### config.mk
export PLATFORM = sky130hd
export DESIGN_NAME = bottomhalf_cmd_engine
export DESIGN_NICKNAME = d
export VERILOG_FILES = /design/src/rtl/bottomhalf_cmd_engine.sv
export SDC_FILE = /design/constraint.sdc
export NUM_CORES = 1
export LEC_CHECK = 0
export BUFFER_PORTS_ARGS = -buffer_cell sky130_fd_sc_hd__clkbuf_2
export CAP_MARGIN = 25
export CORE_MARGIN = 5
export CORE_UTILIZATION = 58
export DETAILED_ROUTE_END_ITERATION = 12
export PLACE_DENSITY = 0.8
export SYNTH_ARGS = -nofsm -noshare
export SYNTH_HDL_FRONTEND = slang
export SYNTH_SLANG_ARGS = --single-unit
### constraint.sdc
create_clock -name osc -period 2.75 [get_ports osc]
set_input_delay 0.1375 -clock osc [delete_from_list [all_inputs] [get_ports osc]]
set_output_delay 0.1375 -clock osc [all_outputs]
set_load 0.01 [all_outputs]
### src/rtl/bottomhalf_cmd_engine.sv
// bottomhalf_cmd_engine
//   Queued command sequencer with a programmable microsecond delay, running in
//   the oscillator domain. Host writes push {cmd, arg} pairs into a FIFO. The
//   engine hands them one at a time to chip-specific payload logic. The payload
//   steps cmd_state and times its actions with the delay counter.
//
// Ports
//   osc, rst                   clock, asynchronous active-high reset
//   wr_stb, wr_cmd, wr_arg     push request (already synchronised to osc)
//   fifo_full, fifo_level      queue status (level excludes the active command)
//   cmd_valid, cmd_start       active command present / first cycle pulse
//   cmd_nr, cmd_arg, cmd_state active command number, argument, state
//   cmd_step                   payload may act (command active, no delay running)
//   state_set, state_value     load a new cmd_state
//   cmd_finish                 retire the active command
//   delay_start, delay_usec    start a delay of delay_usec microseconds
//   delay_busy                 delay in progress
//   err_overflow, err_clr      sticky dropped-push flag and its clear
//   status                     registered summary byte, one cycle behind
//
// Engine states
//   state   | meaning
//   ST_IDLE | no active command; the next queued entry is dispatched
//   ST_RUN  | a command is active; a finish retires it or chains the next one

module bottomhalf_cmd_engine #(
   parameter int CLK_MHZ = 24,
   parameter int USEC_W  = 12,
   // 17 bits is the smallest width that holds 24*4095-1
   parameter int CNT_W   = 17,
   parameter int CMD_W   = 4,
   parameter int STATE_W = 4,
   parameter int DEPTH   = 4
) (
   input  logic                       osc,
   input  logic                       rst,
   input  logic                       wr_stb,
   input  logic [CMD_W-1:0]           wr_cmd,
   input  logic [7:0]                 wr_arg,
   output logic                       fifo_full,
   output logic [$clog2(DEPTH):0]     fifo_level,
   output logic                       cmd_valid,
   output logic                       cmd_start,
   output logic [CMD_W-1:0]           cmd_nr,
   output logic [7:0]                 cmd_arg,
   output logic [STATE_W-1:0]         cmd_state,
   output logic                       cmd_step,
   input  logic                       state_set,
   input  logic [STATE_W-1:0]         state_value,
   input  logic                       cmd_finish,
   input  logic                       delay_start,
   input  logic [USEC_W-1:0]          delay_usec,
   output logic                       delay_busy,
   output logic                       err_overflow,
   input  logic                       err_clr,
   output logic [7:0]                 status
);

   localparam int AW = $clog2(DEPTH);
   localparam int LW = AW + 1;
   localparam logic [63:0] MAX_LOAD =
      64'(CLK_MHZ) * ((64'd1 << USEC_W) - 64'd1) - 64'd1;

   generate
      if (MAX_LOAD >= (64'd1 << CNT_W)) begin : g_cnt_w_chk
         $error("CNT_W too narrow for CLK_MHZ*(2^USEC_W-1)-1");
      end
      if (DEPTH < 2 || (DEPTH & (DEPTH - 1)) != 0) begin : g_depth_chk
         $error("DEPTH must be a power of two >= 2");
      end
   endgenerate

   typedef enum logic {ST_IDLE, ST_RUN} eng_state_t;

   eng_state_t           state, state_nxt;
   logic [CMD_W+7:0]     mem [DEPTH];
   logic [AW-1:0]        wr_ptr, rd_ptr;
   logic [CMD_W+7:0]     head;
   logic                 pop, push, overflow, finish_act;
   logic [CNT_W-1:0]     delay_cnt, delay_load;
   logic [3:0]           status_lvl;

   assign fifo_full  = (fifo_level == LW'(DEPTH));
   assign cmd_valid  = (state == ST_RUN);
   assign finish_act = cmd_valid & cmd_finish;
   // A finishing command frees the slot in the same cycle, so the next entry
   // is dispatched back-to-back without an idle gap.
   assign pop        = (fifo_level != '0) & (~cmd_valid | cmd_finish);
   // A pop in the same cycle makes room for a push even when full.
   assign push       = wr_stb & (~fifo_full | pop);
   assign overflow   = wr_stb & fifo_full & ~pop;
   assign head       = mem[rd_ptr];
   assign cmd_step   = cmd_valid & ~delay_busy;
   assign delay_load = CNT_W'(CLK_MHZ) * CNT_W'(delay_usec) - CNT_W'(1);
   assign status_lvl = 4'(fifo_level);

   // FIFO storage needs no reset; the pointers define what is valid.
   always_ff @(posedge osc) begin
      if (push) mem[wr_ptr] <= {wr_cmd, wr_arg};
   end

   always_ff @(posedge osc or posedge rst) begin
      if (rst) begin
         wr_ptr     <= '0;
         rd_ptr     <= '0;
         fifo_level <= '0;
      end else begin
         if (push) wr_ptr <= wr_ptr + AW'(1);
         if (pop)  rd_ptr <= rd_ptr + AW'(1);
         case ({push, pop})
            2'b10:   fifo_level <= fifo_level + LW'(1);
            2'b01:   fifo_level <= fifo_level - LW'(1);
            default: fifo_level <= fifo_level;
         endcase
      end
   end

   always_ff @(posedge osc or posedge rst) begin
      if (rst) state <= ST_IDLE;
      else     state <= state_nxt;
   end

   always_comb begin
      state_nxt = state;
      case (state)
         ST_IDLE: if (pop) state_nxt = ST_RUN;
         ST_RUN:  if (cmd_finish && !pop) state_nxt = ST_IDLE;
         default: state_nxt = ST_IDLE;
      endcase
   end

   // A finish always beats a simultaneous state_set: the retiring command's
   // state is meaningless and a chained command must start at state 0.
   always_ff @(posedge osc or posedge rst) begin
      if (rst) begin
         cmd_start <= 1'b0;
         cmd_nr    <= '0;
         cmd_arg   <= '0;
         cmd_state <= '0;
      end else begin
         cmd_start <= pop;
         if (pop) begin
            cmd_nr    <= head[CMD_W+7:8];
            cmd_arg   <= head[7:0];
            cmd_state <= '0;
         end else if (finish_act) begin
            cmd_state <= '0;
         end else if (state_set && cmd_valid) begin
            cmd_state <= state_value;
         end
      end
   end

   // Down-counter loaded with N-1; busy drops the cycle after it reaches
   // zero, giving exactly N busy cycles.
   always_ff @(posedge osc or posedge rst) begin
      if (rst) begin
         delay_cnt  <= '0;
         delay_busy <= 1'b0;
      end else if (finish_act) begin
         delay_cnt  <= '0;
         delay_busy <= 1'b0;
      end else if (delay_start && delay_usec != '0) begin
         delay_cnt  <= delay_load;
         delay_busy <= 1'b1;
      end else if (delay_busy) begin
         if (delay_cnt == '0) delay_busy <= 1'b0;
         else                 delay_cnt  <= delay_cnt - CNT_W'(1);
      end
   end

   always_ff @(posedge osc or posedge rst) begin
      if (rst) begin
         err_overflow <= 1'b0;
         status       <= '0;
      end else begin
         if (overflow)     err_overflow <= 1'b1;
         else if (err_clr) err_overflow <= 1'b0;
         status <= {err_overflow, delay_busy, cmd_valid, fifo_full, status_lvl};
      end
   end

endmodule
; After elaboration in Yosys (flattened, before gate mapping)
; Memory sizes are Yosys's and may differ from the RTL's. A register that Yosys moved wholly into a read port is not among the register bits.
; Cells that the tools add are included.
[totals]
ff_bits = 39
word_cells = 65
inputBits = 35
n_memories = 1
ramBits = 48
[op_classes]
n_mul = 1
n_eq_ne = 4
muxes = 19
n_bitwise = 12
reduce_logical = 12
addsub = 6
[mem_list]
columns = name, words, word_bits, read_ports, rd_ports_with_merged_regs, wr, line
row1 = mem, 4, 12, 1, 1, 1, 76  ; logic [CMD_W+7:0] mem [DEPTH];
[ops]
columns = op, count
row1 = 17-bit two-way mux, 4
row2 = 17-bit by 1-bit subtractor with 17-bit output (second input constant), 2
row3 = 17-bit zero test, 1
row4 = 2-bit by 12-bit multiplier with 14-bit output (first input constant), 1
row5 = 4-bit two-way mux, 3
row6 = 12-bit nonzero test, 1
row7 = 1-bit two-way mux, 10
row8 = 3-bit nonzero test, 3
row9 = 1-bit bitwise AND, 6
row10 = 3-bit one-hot mux with 2 select lines, 1
row11 = 2-bit by 1-bit adder with 2-bit output (second input constant), 2
row12 = 1-bit NOT, 4
row13 = 2-bit nonzero test, 2
row14 = 3-bit by 1-bit adder with 3-bit output (second input constant), 1
row15 = 3-bit equality test (second input constant), 1
row16 = 1-bit logical AND, 3
row17 = 3-bit inequality test (second input constant), 1
row18 = 3-bit by 1-bit subtractor with 3-bit output (second input constant), 1
row19 = 2-bit by 1-bit equality test with 1-bit output (second input constant), 1
row20 = 2-bit equality test (second input constant), 1
row21 = 1-bit OR, 2
row22 = 1-bit one-hot mux with 2 select lines, 1
row23 = 2-bit AND reduction, 1
row24 = 1-bit zero test, 1

; Longest topological paths before layout
; Gate-level depths: netlist (run 1).
[depth]
depth_word = 7
ltp_mapped = 10

; Worst setup path before layout (run 1)
; No wires, ideal clock.
[synth_timing]
path_kind = input to register
from = input port delay_usec[0]
to = register delay_cnt[16]
cell_stages = 9
t_arrival_ns = 2.561
setup_ns = 0.087
setup_slack_ns = 0.102
path_buffers = 0
cell_sequence = ha_1 -> fa_1 -> a211oi_4 -> nor3_1 -> or4_4 -> a32oi_1 -> o211ai_1 -> or3_1 -> o211ai_1
[synth_between]
elab_chain_len = 4
[synth_rtl]
columns = element, line
row1 = start: declaration, 52  ; input logic [USEC_W-1:0] delay_usec,
row2 = 2-bit by 12-bit multiplier with 14-bit output / 12-bit nonzero test (equally long branches), "94, 163"
row3 = 17-bit by 1-bit subtractor with 17-bit output / 1-bit logical AND (equally long branches), "94, 163"
row4 = "17-bit two-way mux, or another cell as far along", 163  ; end else if (delay_start && delay_usec != '0) begin
row5 = 17-bit two-way mux / 2-bit AND reduction (equally long branches), n/a
row6 = end signal: assignment, 164  ; delay_cnt <= delay_load;
row7 = end signal: assignment, 168  ; else delay_cnt <= delay_cnt - CNT_W'(1);
row8 = end: declaration, 80  ; logic [CNT_W-1:0] delay_cnt, delay_load;
; Parallel ways exist; a longest one is shown, timed or not.
; A chain may end at the register's enable or synchronous reset.

; Final worst setup path (run 1)
[layout_timing]
from = register delay_cnt[8]
to = register delay_cnt[13]
[layout_between]
elab_chain_len = 5
[layout_rtl]
columns = element, line
row1 = 17-bit by 1-bit subtractor with 17-bit output, 168
row2 = 17-bit two-way mux, 167  ; if (delay_cnt == '0) delay_busy <= 1'b0;
row3 = 17-bit two-way mux, 166  ; end else if (delay_busy) begin
row4 = 17-bit two-way mux, 163
row5 = 17-bit two-way mux, 160  ; end else if (finish_act) begin
; Parallel ways exist; a longest one is shown, timed or not. The select of a mux whose other input is x is not followed.

==> results of run 1 <==
## power by group
part	internal [W]	switching, W
logic	0.000769	0.000781
clock network	0.000358	0.000532
registers	0.00195	0.000252
total	0.00308	0.00156
## through the flow
stage                     setup WS [ps]  total power [W]  area [um2]  setup TNS (ps)
after floorplan                   102.0         0.003260        5117               0
after global placement            16.48         0.003697        5628               0
after detailed placement         -64.16         0.003781        5628          -89.16
after CTS                         147.1         0.004684        5991               0
after global routing              23.57         0.004949        6021               0
final                             146.9         0.004643        6021               0
## logic make-up after synthesis
family | count (synthesis) | synth area share [%]
and+or+nand+nor | 117 | 11.96
DFF | 99 | 53.11
AOI/OAI and AO/OA | 80 | 11.00
other | 1 | 0.07328
adders and majority gates | 25 | 6.406
muxes | 25 | 8.117
xor gates and xnor gates | 37 | 6.333
buffers and inverters | 39 | 3.007
## worst max-delay path, delay by kind of cell (launching register included)
family	cells	cell delay (ps)
compound gates	2	630
simple gates	4	1270
flops	1	420
xor+xnor	1	180
## registers in the layout, summed over array words and instances (netlist names)
name          cells
cmd_arg           8
cmd_nr            4
mem              48
fifo_level        3
wr_ptr            2
cmd_start         1
cmd_state         4
err_overflow      1
delay_cnt        17
status            7
cmd_valid         1
delay_busy        1
rd_ptr            2
## worst max-delay path by stage
stage	cells past startpoint	startpoint	endpoint	slack [ps]
2_1_floorplan	9	delay_usec[0]	delay_cnt[16]	100
3_3_place_gp	10	delay_usec[0]	delay_cnt[16]	20
3_5_place_dp	10	delay_usec[0]	delay_cnt[16]	-60
4_1_cts	7	delay_cnt[8]	delay_cnt[4]	150
5_1_grt	7	delay_cnt[8]	delay_cnt[13]	20
6_report	7	delay_cnt[8]	delay_cnt[13]	150
## cell usage in the layout, fill, tap and decap left out, types with 4 or more instances in the layout
cell type / n
a21o_1: 4
dlygate4sd3_1: 18
inv_1: 20
ha_1: 23
buf_4: 16
nand3_1: 8
o21ai_1: 5
a211oi_1: 9
or3_1: 5
nor2_1: 25
and3_1: 5
nor4_1: 6
mux4_2: 12
xor2_1: 15
o21ai_0: 14
mux2_2: 12
edfxtp_1: 48
xnor2_1: 22
nor3_1: 12
nand2_1: 24
clkbuf_2: 66
and2_1: 4
a21oi_1: 23
or2_2: 5
clkbuf_8: 9
nor2b_1: 4
dfrtp_1: 51
## layer usage
layer	track usage, %	share of wire (%)	up-vias
met5	0	0	-
met4	5.550	1.3	0
met1	24.77	45	1694
met2	31.83	49	65
li1	-	-	1737
met3	3.600	3.9	9
## final cells by class
type                       count  area (um2)
tap                          108       135.1
multi-input combinational    285        2246
fill                         653        2658
sequential                    99        2718
timing repair buffer         101       650.6
clock inverter                 6       65.06
inverter                      21       78.83
clock buffer                  10       127.6
## what timing repair did
| item | in CTS | in global routing |
|---|---|---|
| hold endpoints to repair | 53 | 21 |
| buffers inserted | 0 | 0 |
| hold buffers | 17 | 1 |
==> reports/metrics.yaml, run 1 <==
timing:
  post-route-period-util_pct: 94.66
  slew_violations: 0
  fmax_mhz: 384.2
  worstMarginPinSlew_ps: 675.7
  max-slew-margin-rel_pct: 54.96
  min_period_ps: 2603
  worst_clock_skew_ps: 18.18
  whs_ps: 71.74
  finalSetupViolations: 0
  rsz0062_at_grt: "false"
  final-hold-violation-count: 0
floorplanning:
  ioPinCount: 68
  die_h_um: 103.9
  initial_core_util_pct: 58.97
  die_area_um2: 10800
  coreArea_um2: 8678
  rows: 34
  die_x_um: 103.9
worst_hold_path:
  min-delay-start: "wr_stb"
  whs_endpoint: "err_overflow"
  hold_path_depth: 3
  min_path_type: "input port to register"
drt:
  vias: 3505
  ant_nets: 0
  first_pass_iters: 4
  drc: 0
  wirelength_um: 9628
  drtIter0Drc: 94
  viasPerCell: 5.563
  wire_per_inst_um: 15.28
finish:
  final_util_pct: 69.38
  final_cells: 630
  synthToLayoutAreaGrowth_pct: 17.65
  nNetsFinal: 577
  layout-drive-gt1-share_pct: 26.05
  num_antenna_cells: 0
placed_design:
  place.gp.congestion: 0.8356
  place_inst: 595
  portBuffers: 66
  hpwl_um: 6971
setup_path:
  crit_path_start_kind: "register"
  cp_max_fo: 7
  r2r_cells: 7
  reg2reg_from: "delay_cnt[8]"
  slowest_delay_ps: 550
  crit_type: "register to register"
  worstPathRequired_ps: 3010
  end_kind: "register"
  slowest_stage: "or4_1"
  crit_chain: "or4_1 > or4_4 > o311ai_4 > nor4_1 > xor2_1 > nor2_1 > a211oi_1"
  crit_arrival_ps: 2860
  r2r_slack_ps: 150
  r2r-end: "delay_cnt[13]"
cts:
  cts_sinks: 99
  cts.reportedPaths.clkPinSlew_ps: 100
  cts_made_buffers: 9
  root_buffer: "clkbuf_8"
  worstSkewPairLatency_ps: 370
  post_cts_resized: 0
  cts_tree: "yes"
  htreeDepth: 3
  clockBufferDepth: 2
grt:
  grt_max_degree: 52
  grt.total_usage_pct: 18.82
  grt_pass1_vias: 3594
  grt_pass1_wl_um: 16780
  overflow: 0
  antenna_found_initial: 0
logic_synthesis:
  yosysMostFrequentCell: "dfrtp_1"
  synth-edff-count: 48
  syn_nets: 483
  yosys.area.top_type: "edfxtp_1"
  ys_warn_count: 0
  synth_area_um2: 5117
  yosysUniqueCellTypes: 58
  async_flop_share_pct: 51.52
  avgSynthCellArea_um2: 12.10
  synth_seq_cells: 99
  synth-main-ff-cell: "dfrtp_1"
  seq_area_frac_synth_pct: 53.11
  synth_top_area_share_pct: 28.17
  syn_inst: 423
  synthTopCellsByArea: "edfxtp_1 (28%), dfrtp_1 (25%), ha_1 (5.6%), mux4_2 (5.3%), xnor2_1 (3.8%)"
  synth_common_cells: "dfrtp_1 (51), edfxtp_1 (48), nor2_1 (25), nand2_1 (24)"
job:
  maxCapViolations: 0
status:
  outcome: "finished, final reports clean"
pwr:
  ir_drop_mv: 0.3864
  powerDensity_nw_per_um2: 771.2
  p_leak_nw: 2.513
Note: power is estimated with default switching activity, not from simulation.
==> inputs of run 2 (changes only) <==
--- a/config.mk
+++ b/config.mk
@@ -8,9 +8,9 @@
 export BUFFER_PORTS_ARGS = -buffer_cell sky130_fd_sc_hd__clkbuf_2
 export CAP_MARGIN = 25
 export CORE_MARGIN = 5
-export CORE_UTILIZATION = 58
+export CORE_UTILIZATION = 52
 export DETAILED_ROUTE_END_ITERATION = 12
-export PLACE_DENSITY = 0.8
+export PLACE_DENSITY = 0.76
 export SYNTH_ARGS = -nofsm -noshare
 export SYNTH_HDL_FRONTEND = slang
 export SYNTH_SLANG_ARGS = --single-unit
==> constraint.sdc (replaced) <==
create_clock -name osc -period 2.27 [get_ports osc]
set_input_delay 0.1135 -clock osc [delete_from_list [all_inputs] [get_ports osc]]
set_output_delay 0.1135 -clock osc [all_outputs]
set_load 0.01 [all_outputs]
==> reports/metrics.yaml, run 2 (synthesis results as in run 1) <==
worst_hold_path:
  min_path_type: "input port to register"  # unchanged
  whs_endpoint: "cmd_valid"  # was err_overflow
  min-delay-start: "cmd_finish"  # was wr_stb
  hold_path_depth: 3  # unchanged
pwr:
  p_leak_nw: 2.774  # was 2.513 nW
  power.internal_w: 0.003997  # was 0.003078 W
  swShare_pct: 33.36  # was 33.70%
  powerDensity_nw_per_um2: 912.1  # was 771.2 nW/um2
  fin_total_pwr_w: 0.005998  # was 0.004643 W
  p_switching_w: 0.002001  # was 0.001565 W
  p_seq_share_pct: 44.0  # was 47.5%
  ir_drop_mv: 0.4908  # was 0.3864 mV
  clockPowerShare_pct: 19.4  # was 19.2%
  comb_power_share_pct: 36.6  # was 33.4%
timing:
  worst_slack_ps: -230.1  # was 146.9 ps
  post-route-period-util_pct: 110.1  # was 94.66%
  worstMarginPinSlew_ps: 664.1  # was 675.7 ps
  min_period_ps: 2500  # was 2603 ps
  slew_violations: 0  # unchanged
  worst_clock_skew_ps: 9.493  # was 18.18 ps
  fin_setup_tns_ps: -2518  # was 0 ps
  final-hold-violation-count: 0  # unchanged
  fmax_mhz: 400.0  # was 384.2 MHz
  max-slew-margin-rel_pct: 55.72  # was 54.96%
  rsz0062_at_grt: "true"  # was false
  finalSetupViolations: 17  # was 0
drt:
  ant_nets: 0  # unchanged
  vias: 3720  # was 3505
  first_pass_iters: 5  # was 4
  viasPerCell: 5.299  # was 5.563
  drc: 0  # unchanged
  wire_per_inst_um: 15.81  # was 15.28 um
  wirelength_um: 11100  # was 9628 um
  drtIter0Drc: 203  # was 94
floorplanning:
  die_area_um2: 11920  # was 10800 um2
  ioPinCount: 68  # unchanged
  die_h_um: 109.2  # was 103.9 um
  coreArea_um2: 9684  # was 8678 um2
  die_x_um: 109.2  # was 103.9 um
  rows: 36  # was 34
  initial_core_util_pct: 52.84  # was 58.97%
setup_path:
  r2r_slack_ps: -230  # was 150 ps
  crit_family: "simple AND/OR/NAND/NOR gates"  # unchanged
  path_buf_inv: 0  # unchanged
  crit_chain: "or4_4 > or4_4 > o31ai_4 > or2_4 > nor3_2 > xnor2_1 > a211oi_2"  # was or4_1 > or4_4 > o311ai_4 > nor4_1 > xor2_1 > nor2_1 > a211oi_1
  reg2reg_from: "delay_cnt[8]"  # unchanged
  crit_path_start_kind: "register"  # unchanged
  cp_max_fo: 4  # was 7
  r2r-end: "delay_cnt[4]"  # was delay_cnt[13]
  slowest_stage: "or4_4"  # was or4_1
  crit_type: "register to register"  # unchanged
  slowest_delay_ps: 570  # was 550 ps
  cpMostUsedCell: "or4_4"
  end_kind: "register"  # unchanged
  r2r_cells: 7  # unchanged
  worstPathRequired_ps: 2480  # was 3010 ps
  crit_arrival_ps: 2710  # was 2860 ps
finish:
  layout-drive-gt1-share_pct: 36.38  # was 26.05%
  nNetsFinal: 624  # was 577
  num_antenna_cells: 0  # unchanged
  layout_common_cells: "clkbuf_2 (65), buf_4 (58), dfrtp_1 (51), edfxtp_1 (48), nand2_1 (24)"  # was clkbuf_2 (66), dfrtp_1 (51), edfxtp_1 (48), nor2_1 (25), nand2_1 (24)
  largest_register: "mem"  # unchanged
  synthToLayoutAreaGrowth_pct: 28.51  # was 17.65%
  largest_reg_flops: 48  # unchanged
  final_common_cell: "clkbuf_2"  # unchanged
  top_regs: "mem x48, delay_cnt x17, cmd_arg x8"  # unchanged
cts:
  clockBufferDepth: 2  # unchanged
  htreeDepth: 3  # unchanged
  cts_tree: "yes"  # unchanged
  cts_sinks: 99  # unchanged
  worstSkewPairLatency_ps: 360  # was 370 ps
  cts.reportedPaths.clkPinSlew_ps: 100  # about the same
  cts_made_buffers: 9  # unchanged
  root_buffer: "clkbuf_8"  # unchanged
placed_design:
  portBuffers: 66  # unchanged
  hpwl_um: 7893  # was 6971 um
  place.gp.congestion: 0.8622  # was 0.8356
grt:
  grt.total_usage_pct: 19.63  # was 18.82%
  grt_max_degree: 28  # was 52
  grt_pass1_vias: 3829  # was 3594
  antenna_found_initial: 0  # unchanged
  overflow: 0  # unchanged
  grt_pass1_wl_um: 18260  # was 16780 um
status:
  outcome: "finished with violations"  # was finished, final reports clean
  violations: "setup timing"
job:
  maxCapViolations: 0  # unchanged
## run 2: cell types whose count changed in the layout (fill, tap and decap cells not counted), moves of 4 or more
cell / delta
buf_4: +42
a211oi_1: -5
a211oi_2: +5
buf_6: +5
a21oi_1: -4
a21oi_2: +4
nor3_1: -4
nor3_2: +4
## run 2: worst min-delay path, cell delays in order
cell	delay, ps
clkbuf_2	110
nand2b_1	120
nand2_1	50
## run 2: power by group through the flow
stage | registers (W) | logic, W | clock network, W
2_1_floorplan | 0.00269 | 0.00126 | 0
3_5_place_dp | 0.00268 | 0.00207 | 0
3_3_place_gp | 0.00263 | 0.00199 | 0
4_1_cts | 0.00264 | 0.00218 | 0.00120
6_report | 0.00264 | 0.00219 | 0.00117
5_1_grt | 0.00269 | 0.00241 | 0.00127
## run 2: repair_timing
action | CTS | global route
hold buffers | 18 | 0
endpoints found under the hold margin | 77 | 0
setup buffers | 7 | 3
pin swaps | 27 | 14
setup endpoints to repair | 17 | 18
resized for setup | 17 | 12
## run 2: per-layer routing
layer | GRT usage, % | part of all wire, % | vias up
li1 | - | - | 1835
met1 | 24.69 | 42 | 1770
met2 | 35.61 | 52 | 105
met3 | 2.842 | 5.4 | 10
met4 | 4.809 | 0.95 | 0
met5 | 0 | 0 | -
## run 2: layout make-up
class                           instances  area [um2]
Tap cell                              133       166.4
Timing Repair Buffer                  148        1031
Inverter                               21       78.83
Sequential cell                        99        2718
Clock inverter                          6       82.58
Multi-Input combinational cell        285        2372
Fill cell                             686        3108
Clock buffer                           10       127.6
## run 2: how the worst max path moves through the flow
stage / start / end / slack [ps] / depth (start not counted)
finish: delay_cnt[8] / delay_cnt[4] / -230 / 7
detailed placement: delay_usec[0] / delay_cnt[16] / -510 / 10
floorplan: delay_cnt[9] / delay_cnt[4] / -220 / 8
CTS: delay_cnt[8] / delay_cnt[8] / -240 / 7
global placement: delay_usec[0] / delay_cnt[16] / -400 / 10
global route: delay_cnt[8] / delay_cnt[13] / -310 / 8
## run 2: per-stage QoR
step / area (um2) / util, % / cells / setup WS [ps] / hold WS, ps
2_1_floorplan: 5137 / - / 423 / -222.9 / 203.6
3_3_place_gp: 5984 / 61.80 / 659 / -395.8 / 169.8
3_5_place_dp: 5984 / 61.80 / 659 / -507.9 / 177.7
4_1_cts: 6510 / 67.22 / 700 / -236.9 / 67.73
5_1_grt: 6576 / 67.91 / 702 / -314.5 / 103.9
6_report: 6576 / 67.91 / 702 / -230.1 / 78.79
